### src/rtl/lcd_ctrl.sv
// Purpose : HD44780-style character LCD driver; turns toggle-flagged control words into timed EN strobes.
// Latency : accept 1 cycle after the toggle is registered; busy for SETUP+EN+HOLD+WAIT cycles per command.
// Backpr. : no handshake; o_busy is polled by software, and only the net parity of toggles seen while busy counts.
//
// Ports:
//   i_clk, i_reset          clock, synchronous active-high reset
//   i_lcd_word[31:0]        [31] ON, [30] request toggle, [9] RS, [7:0] DATA; other bits unused
//   o_lcd_data, o_lcd_rs    LCD bus, latched on command accept and stable until the next accept
//   o_lcd_rw                always 0 (write-only)
//   o_lcd_en                enable strobe
//   o_lcd_on                registered copy of i_lcd_word[31]
//   o_busy                  high during power-on wait and while a command is in flight
module lcd_ctrl #(
   parameter int INIT_CYC  = 750000,
   parameter int SETUP_CYC = 2,
   parameter int EN_CYC    = 12,
   parameter int HOLD_CYC  = 2,
   parameter int EXEC_CYC  = 2000,
   parameter int SLOW_CYC  = 82000
) (
   input  logic        i_clk,
   input  logic        i_reset,
   input  logic [31:0] i_lcd_word,
   output logic [7:0]  o_lcd_data,
   output logic        o_lcd_rs,
   output logic        o_lcd_rw,
   output logic        o_lcd_en,
   output logic        o_lcd_on,
   output logic        o_busy
);

   localparam int MAX_A   = (INIT_CYC > SETUP_CYC) ? INIT_CYC : SETUP_CYC;
   localparam int MAX_B   = (EN_CYC > HOLD_CYC) ? EN_CYC : HOLD_CYC;
   localparam int MAX_C   = (EXEC_CYC > SLOW_CYC) ? EXEC_CYC : SLOW_CYC;
   localparam int MAX_AB  = (MAX_A > MAX_B) ? MAX_A : MAX_B;
   localparam int MAX_ALL = (MAX_AB > MAX_C) ? MAX_AB : MAX_C;
   localparam int CW      = $clog2(MAX_ALL) + 1;

   typedef enum logic [2:0] {
      ST_INIT  = 3'd0,
      ST_IDLE  = 3'd1,
      ST_SETUP = 3'd2,
      ST_PULSE = 3'd3,
      ST_HOLD  = 3'd4,
      ST_WAIT  = 3'd5
   } state_t;

   state_t        state;
   state_t        state_nxt;
   logic [CW-1:0] cnt;
   logic [CW-1:0] cnt_nxt;
   logic          cnt_done;

   // Input word is registered once; the toggle compare and the accepted
   // RS/DATA all come from this copy so they belong to the same cycle.
   logic          tog_in_q;
   logic          rs_in_q;
   logic [7:0]    data_in_q;

   logic          tog_q;
   logic          slow_q;
   logic          accept;
   logic          busy_nxt;
   logic          en_nxt;

   logic          unused_bits;
   assign unused_bits = ^{i_lcd_word[29:10], i_lcd_word[8]};

   assign cnt_done = (cnt == '0);
   assign accept   = (state == ST_IDLE) && (tog_in_q != tog_q);
   assign o_lcd_rw = 1'b0;

   // State register
   always_ff @(posedge i_clk) begin
      if (i_reset) begin
         state <= ST_INIT;
         cnt   <= CW'(INIT_CYC - 1);
      end else begin
         state <= state_nxt;
         cnt   <= cnt_nxt;
      end
   end

   // Next-state / counter reload. Each timed state loads cnt with its
   // length minus one on entry and leaves on the cycle cnt reads zero.
   always_comb begin
      state_nxt = state;
      cnt_nxt   = cnt;
      case (state)
         ST_INIT: begin
            if (cnt_done) state_nxt = ST_IDLE;
            else          cnt_nxt   = cnt - CW'(1);
         end
         ST_IDLE: begin
            if (accept) begin
               state_nxt = ST_SETUP;
               cnt_nxt   = CW'(SETUP_CYC - 1);
            end
         end
         ST_SETUP: begin
            if (cnt_done) begin
               state_nxt = ST_PULSE;
               cnt_nxt   = CW'(EN_CYC - 1);
            end else begin
               cnt_nxt = cnt - CW'(1);
            end
         end
         ST_PULSE: begin
            if (cnt_done) begin
               state_nxt = ST_HOLD;
               cnt_nxt   = CW'(HOLD_CYC - 1);
            end else begin
               cnt_nxt = cnt - CW'(1);
            end
         end
         ST_HOLD: begin
            if (cnt_done) begin
               state_nxt = ST_WAIT;
               cnt_nxt   = slow_q ? CW'(SLOW_CYC - 1) : CW'(EXEC_CYC - 1);
            end else begin
               cnt_nxt = cnt - CW'(1);
            end
         end
         ST_WAIT: begin
            if (cnt_done) state_nxt = ST_IDLE;
            else          cnt_nxt   = cnt - CW'(1);
         end
         default: begin
            state_nxt = ST_INIT;
            cnt_nxt   = CW'(INIT_CYC - 1);
         end
      endcase
   end

   // Output decode from the next state, so the registered outputs line up
   // with the state they describe.
   always_comb begin
      busy_nxt = (state_nxt != ST_IDLE);
      en_nxt   = (state_nxt == ST_PULSE);
   end

   // Datapath and registered outputs
   always_ff @(posedge i_clk) begin
      if (i_reset) begin
         // Resampling the toggle during reset absorbs any request that was
         // pending (or aborted) so it never fires after the power-on wait.
         tog_in_q   <= i_lcd_word[30];
         rs_in_q    <= i_lcd_word[9];
         data_in_q  <= i_lcd_word[7:0];
         tog_q      <= i_lcd_word[30];
         slow_q     <= 1'b0;
         o_lcd_data <= 8'h00;
         o_lcd_rs   <= 1'b0;
         o_lcd_on   <= 1'b0;
         o_busy     <= 1'b1;
         o_lcd_en   <= 1'b0;
      end else begin
         tog_in_q  <= i_lcd_word[30];
         rs_in_q   <= i_lcd_word[9];
         data_in_q <= i_lcd_word[7:0];
         o_lcd_on  <= i_lcd_word[31];
         o_busy    <= busy_nxt;
         o_lcd_en  <= en_nxt;
         if (accept) begin
            tog_q      <= tog_in_q;
            o_lcd_data <= data_in_q;
            o_lcd_rs   <= rs_in_q;
            // Clear display / return home need the long execution wait.
            slow_q     <= !rs_in_q && ((data_in_q == 8'h01) ||
                                       (data_in_q == 8'h02) ||
                                       (data_in_q == 8'h03));
         end
      end
   end

endmodule
### config.mk
export PLATFORM = sky130hd
export DESIGN_NAME = lcd_ctrl
export DESIGN_NICKNAME = d
export VERILOG_FILES = /design/src/rtl/lcd_ctrl.sv
export SDC_FILE = /design/constraint.sdc
export NUM_CORES = 1
export LEC_CHECK = 0
export ABC_CLOCK_PERIOD_IN_PS = 2600
export CAP_MARGIN = 5
export CORE_ASPECT_RATIO = 1.4
export CORE_MARGIN = 4
export CORE_UTILIZATION = 45
export DETAILED_ROUTE_END_ITERATION = 10
export PLACE_DENSITY = 0.8
export SYNTH_ARGS = -nofsm -noshare
export SYNTH_HDL_FRONTEND = slang
export SYNTH_SLANG_ARGS = --single-unit
export TNS_END_PERCENT = 50
### constraint.sdc
create_clock -name i_clk -period 2.6 [get_ports i_clk]
set_input_delay 0.39 -clock i_clk [delete_from_list [all_inputs] [get_ports i_clk]]
set_output_delay 0.39 -clock i_clk [all_outputs]
set_load 0.005 [all_outputs]
# ---- Word level (Yosys, flattened, before mapping)
# Cells that the tools add are included.
dict set report totals {
  regBits 48
}
dict set report op_classes {
  n_addsub 1
  n_eq_ne 13
  mux 15
  reduce_logical 10
}
# operator count
set op_table {}
lappend op_table {{21-bit two-way mux} 5}
lappend op_table {{21-bit case mux with 5 select lines} 1}
lappend op_table {{21-bit logical NOT} 1}
lappend op_table {{21-bit by 1-bit subtractor with 21-bit output (second input constant)} 1}
lappend op_table {{17-bit two-way mux} 1}
lappend op_table {{8-bit by 2-bit == test with 1-bit output (second input constant)} 2}
lappend op_table {{3-bit two-way mux} 5}
lappend op_table {{3-bit case mux with 5 select lines} 1}
lappend op_table {{3-bit by 2-bit == test with 1-bit output (second input constant)} 3}
lappend op_table {{8-bit by 1-bit == test with 1-bit output (second input constant)} 1}
lappend op_table {{3-bit == test (second input constant)} 2}
lappend op_table {{2-bit != test (second input constant)} 2}
lappend op_table {{3-bit by 1-bit == test with 1-bit output (second input constant)} 1}
lappend op_table {{3-bit logical NOT} 1}
lappend op_table {{3-bit by 1-bit != test with 1-bit output (second input constant)} 1}
lappend op_table {{1-bit logical AND} 2}
lappend op_table {{1-bit logical OR} 2}
lappend op_table {{1-bit two-way mux} 2}
lappend op_table {{2-bit AND reduction} 1}
lappend op_table {{2-bit nonzero test} 1}
lappend op_table {{2-bit OR reduction} 1}
lappend op_table {{1-bit logical NOT} 1}
lappend op_table {{1-bit != test} 1}

# ---- Longest topological paths before layout
dict set report logic_depth {
  word_depth 5
  ltp_mapped 10
}

# ---- Worst setup path after synthesis
# OpenSTA, ideal clock, no wires.
dict set report synth_path {
  path_kind {reg2reg}
  startpoint {register cnt[0]}
  endpoint {register cnt[15]}
  setup_ns 0.070
  t_arrival_ns 1.911
  t_required_ns 2.530
  setup_slack_ns 0.619
  path_stages_with_launch 9
  path_buffers 1
  synth_period_minus_slack_ns 1.981
  cell_sequence {dfxtp_1 inv_1 ha_1 nor3b_1 and3_4 buf_6 a31o_4 or4_1 a21oi_1}
}
dict set report synth_between {
  elab_chain_cells 3
  word_cells_on_any_way 9
  cone_classes {1 x add/sub; 1 x eq/ne; 5 x mux; 2 x reduce/logical}
}
# element line
set synth_lines {}
lappend synth_lines {{start: declaration} 50} ;# logic [CW-1:0] cnt;
lappend synth_lines {{start signal: assignment} 77} ;# cnt <= CW'(INIT_CYC - 1);
lappend synth_lines {{start signal: assignment} 80} ;# cnt <= cnt_nxt;
lappend synth_lines {{21-bit by 1-bit subtractor with 21-bit output / 21-bit logical NOT (equally long branches)} -}
lappend synth_lines {{21-bit two-way mux, or another cell as far along} {91, 125}}
lappend synth_lines {{21-bit case mux with 5 select lines / 2-bit AND reduction (equally long branches)} -}
# Parallel ways exist; a longest one is shown, timed or not. The select of a mux whose other input is x is not followed.
# A chain may end at the register's enable or synchronous reset.

# ---- Final worst setup path
dict set report layout_path {
  startpoint {register cnt[19]}
  endpoint {register cnt[3]}
}
dict set report layout_between {
  elab_chain_cells 3
  word_cells_on_any_way 7
  cone_classes {1 x eq/ne; 4 x mux; 2 x reduce/logical}
}
# element line
set layout_lines {}
lappend layout_lines {{21-bit logical NOT *} 69} ;# assign cnt_done = (cnt == '0);
lappend layout_lines {{21-bit two-way mux, or another cell as far along} 117} ;# if (cnt_done) begin
lappend layout_lines {{21-bit case mux with 5 select lines / 2-bit AND reduction (equally long branches)} -}
# Every way passes the cells marked *; elsewhere a longest branch is shown, timed or not.

==> impl_metrics.env <==
export IMPL_status="completed"
export IMPL_syn_inst=276
export IMPL_dpl_hpwl_mm=4.391
export IMPL_routed_via_density=6.129
export IMPL_synth_edf_count=1
export IMPL_fin_util_pct=54.60
export IMPL_coreArea_sq_um=5159
export IMPL_swShare_pct=21.23
export IMPL_pwr_share_seq_pct=56.0
export IMPL_p_sw_mw=0.2883
export IMPL_final_layout_size_suffix_gt1_share_pct=11.44
export IMPL_r2r_slack_ns=0.33
export IMPL_synthTopCellsByArea="dfxtp_1 40%, nor2_1 5.2%, mux2i_1 4.2%, a21oi_1 3.2%, nand2_1 3.0%"
export IMPL_postCtsSetupRepairBufs=0
export IMPL_numCtsBuffers=5
export IMPL_period_minus_slack_ns=2.274
export IMPL_dr_first_iter_drc_count=178
export IMPL_drc=0
export IMPL_worst_slew_pin_slew_ns=0.6147
export IMPL_synth_area_per_cell_sq_um=8.609
export IMPL_gp_congestion=0.9576
export IMPL_drt_antenna_violating_nets=0
export IMPL_r2r_start="cnt[19]"
export IMPL_intPower_mw=1.070
export IMPL_start_kind="register"
export IMPL_crit_type="reg -> reg"
export IMPL_clkSlewWorstSetupHoldPaths_ns=0.09
export IMPL_comb_power_share_pct=4.7
export IMPL_grtUsageTotal_pct=19.62
export IMPL_clock_path_buffers=2
export IMPL_p_leak_nw=1.072
export IMPL_vias=2280
export IMPL_maxCapViolCount=0
export IMPL_crit_start="cnt[19]"
export IMPL_port_buffers=24
export IMPL_holdCritPathClass="reg -> reg"
export IMPL_grt_pass1_vias=2242
export IMPL_top_level_ports=47
export IMPL_fmax_mhz=439.8
export IMPL_maxSlewHeadroom_pct=58.64
export IMPL_finalHoldViolCount=0
export IMPL_grt_max_degree=24
export IMPL_wl_per_cell_um=16.42
export IMPL_endpoint_kind="register"
export IMPL_finalCritPeriodShare_pct=87.45
export IMPL_start_util_pct=46.06
export IMPL_grt_pass1_wl_mm=10.25
export IMPL_clk_latency_ns=0.31
export IMPL_yosysSeqAreaShare_pct=40.86
export IMPL_power_density_nw_per_um2=482.3
export IMPL_ys_flop_type="dfxtp_1"
export IMPL_diodes=0
export IMPL_die_x_um=69.41
export IMPL_final_nets=340
export IMPL_mostFrequentLayoutCells="47 x dfxtp_1, 33 x nor2_1, 24 x clkdlybuf4s50_1, 19 x nand2_1, 15 x a21oi_1"
export IMPL_dp_cells=364
export IMPL_syn2layout_area_growth_pct=18.54
export IMPL_worst_path_max_fanout=9
export IMPL_cts_tree="built"
export IMPL_die_height_um=93.98
export IMPL_min_from="data_in_q[2]"
export IMPL_finalPower_mw=1.358
export IMPL_rsz0062_at_grt="false"
export IMPL_antenna_found_initial=0
export IMPL_gr_total_overflow=0
export IMPL_firstDrtPassIters=5
export IMPL_netlist_area_sq_um=2376
export IMPL_cts_hold_buf=0
export IMPL_rows=31
export IMPL_htreeDepth=2
export IMPL_syn_nets=311
export IMPL_cts_sinks=48
export IMPL_synthDistinctLibCells=59
export IMPL_setup_tns_ns=0
export IMPL_synth_seq_cells=48
export IMPL_vdd_drop_max_uv=302.4
export IMPL_cts_resized=0
export IMPL_setup_viol=0
export IMPL_p_clk_share_pct=39.3
export IMPL_clock_skew_ns=0.009477
export IMPL_die_area_sq_um=6523
export IMPL_cts_root_buf="clkbuf_8"
export IMPL_async_flop_share_pct=0
export IMPL_yosysWarnings=0
export IMPL_synth_top_area_share_pct=39.60
export IMPL_crit_required_ns=2.77
export IMPL_fin_cells=372
export IMPL_slew_viol_final=0
export IMPL_worstPathArrival_ns=2.45
export IMPL_wl_mm=6.110
export IMPL_yosys_area_top_type="dfxtp_1"
export IMPL_layout_commonest_cell="dfxtp_1"
-- metrics by stage --
step / hold WS, ns / cell area (sq um) / setup slack, ns
2_1_floorplan: 0.4177 / 2376 / 0.6189
3_3_place_gp: 0.4619 / 2704 / 0.3190
3_5_place_dp: 0.4750 / 2704 / 0.2568
4_1_cts: 0.5009 / 2811 / 0.2356
5_1_grt: 0.5153 / 2816 / 0.1889
6_report: 0.5001 / 2816 / 0.3263
-- metal layers --
metal / vias to the layer above / track usage, % / share of wire, %
met3: 31 / 3.854 / 5.7
met2: 110 / 34.39 / 49
met1: 1063 / 22.01 / 41
met5: - / 0 / 0
li1: 1076 / - / -
met4: 0 / 11.24 / 4.6
-- critical path: stages, from the launching register on --
cell and delay [ns]:
dfxtp_1 0.35, nor4_2 0.40, and4_1 0.47, buf_4 0.23, a41oi_1 0.13, nor4_1 0.38
o221ai_1 0.17
-- cell type report --
type                    instances  area, sq um
flip-flops and latches         48        970.9
clock buffers                   6        72.57
fillers                       487         2342
repair buffers                 37        337.8
multi-input cells             200         1269
inverters                      13        48.80
well taps                      66        82.58
clock inverters                 2        35.03
-- cell families after synthesis --
kind of cell	Yosys count	share of synthesized area, %
xor+xnor	3	1.106
mux	11	4.687
buf+inv	28	5.950
fa+ha+maj	1	0.5265
simple gates	109	24.75
flops	48	40.86
compound gates	75	21.96
other cells	1	0.1578
-- power groups by stage --
stage | logic [mW] | registers (mW) | clock network, mW
final | 0.0632 | 0.761 | 0.534
after global routing | 0.0696 | 0.763 | 0.574
after CTS | 0.0629 | 0.761 | 0.545
after detailed placement | 0.0627 | 0.778 | 0
after global placement | 0.0613 | 0.777 | 0
after floorplan | 0.0329 | 0.776 | 0
-- registers in the layout (all words and copies together), names as in the netlist --
signal      flops
cnt            21
data_in_q       8
o_busy          1
o_lcd_data      8
o_lcd_en        1
o_lcd_on        1
o_lcd_rs        1
rs_in_q         1
slow_q          1
state           3
tog_in_q        1
tog_q           1
-- cell usage after synthesis (2+ instances only) --
cell type / number
o31ai_1: 6
or3b_2: 2
a211oi_1: 5
o311ai_0: 2
nand4_1: 3
a21oi_1: 15
nor3b_1: 2
dfxtp_1: 47
buf_4: 2
mux2i_1: 10
nor4_1: 6
and4_1: 2
o211ai_1: 6
buf_2: 5
a31oi_2: 2
a41oi_1: 2
xor2_1: 2
buf_6: 3
o21ai_1: 3
o221ai_1: 2
or2_2: 2
nand2b_1: 2
clkbuf_1: 5
o22ai_1: 2
nor2b_1: 3
nand2_1: 19
inv_1: 13
or3_1: 6
o21ai_0: 10
nor3_1: 5
or4_1: 5
nand3_1: 11
nor2_1: 33
a31oi_1: 8
-- worst paths after layout --
| kind | to | cells after the start |
|---|---|---|
| worst max register to register | cnt[3] | 6 |
| worst min-delay path | o_lcd_data[2] | 2 |
| worst min register to register | o_lcd_data[2] | 2 |
| worst max-delay path | cnt[3] | 6 |
Note: power is estimated with default switching activity, not from simulation.
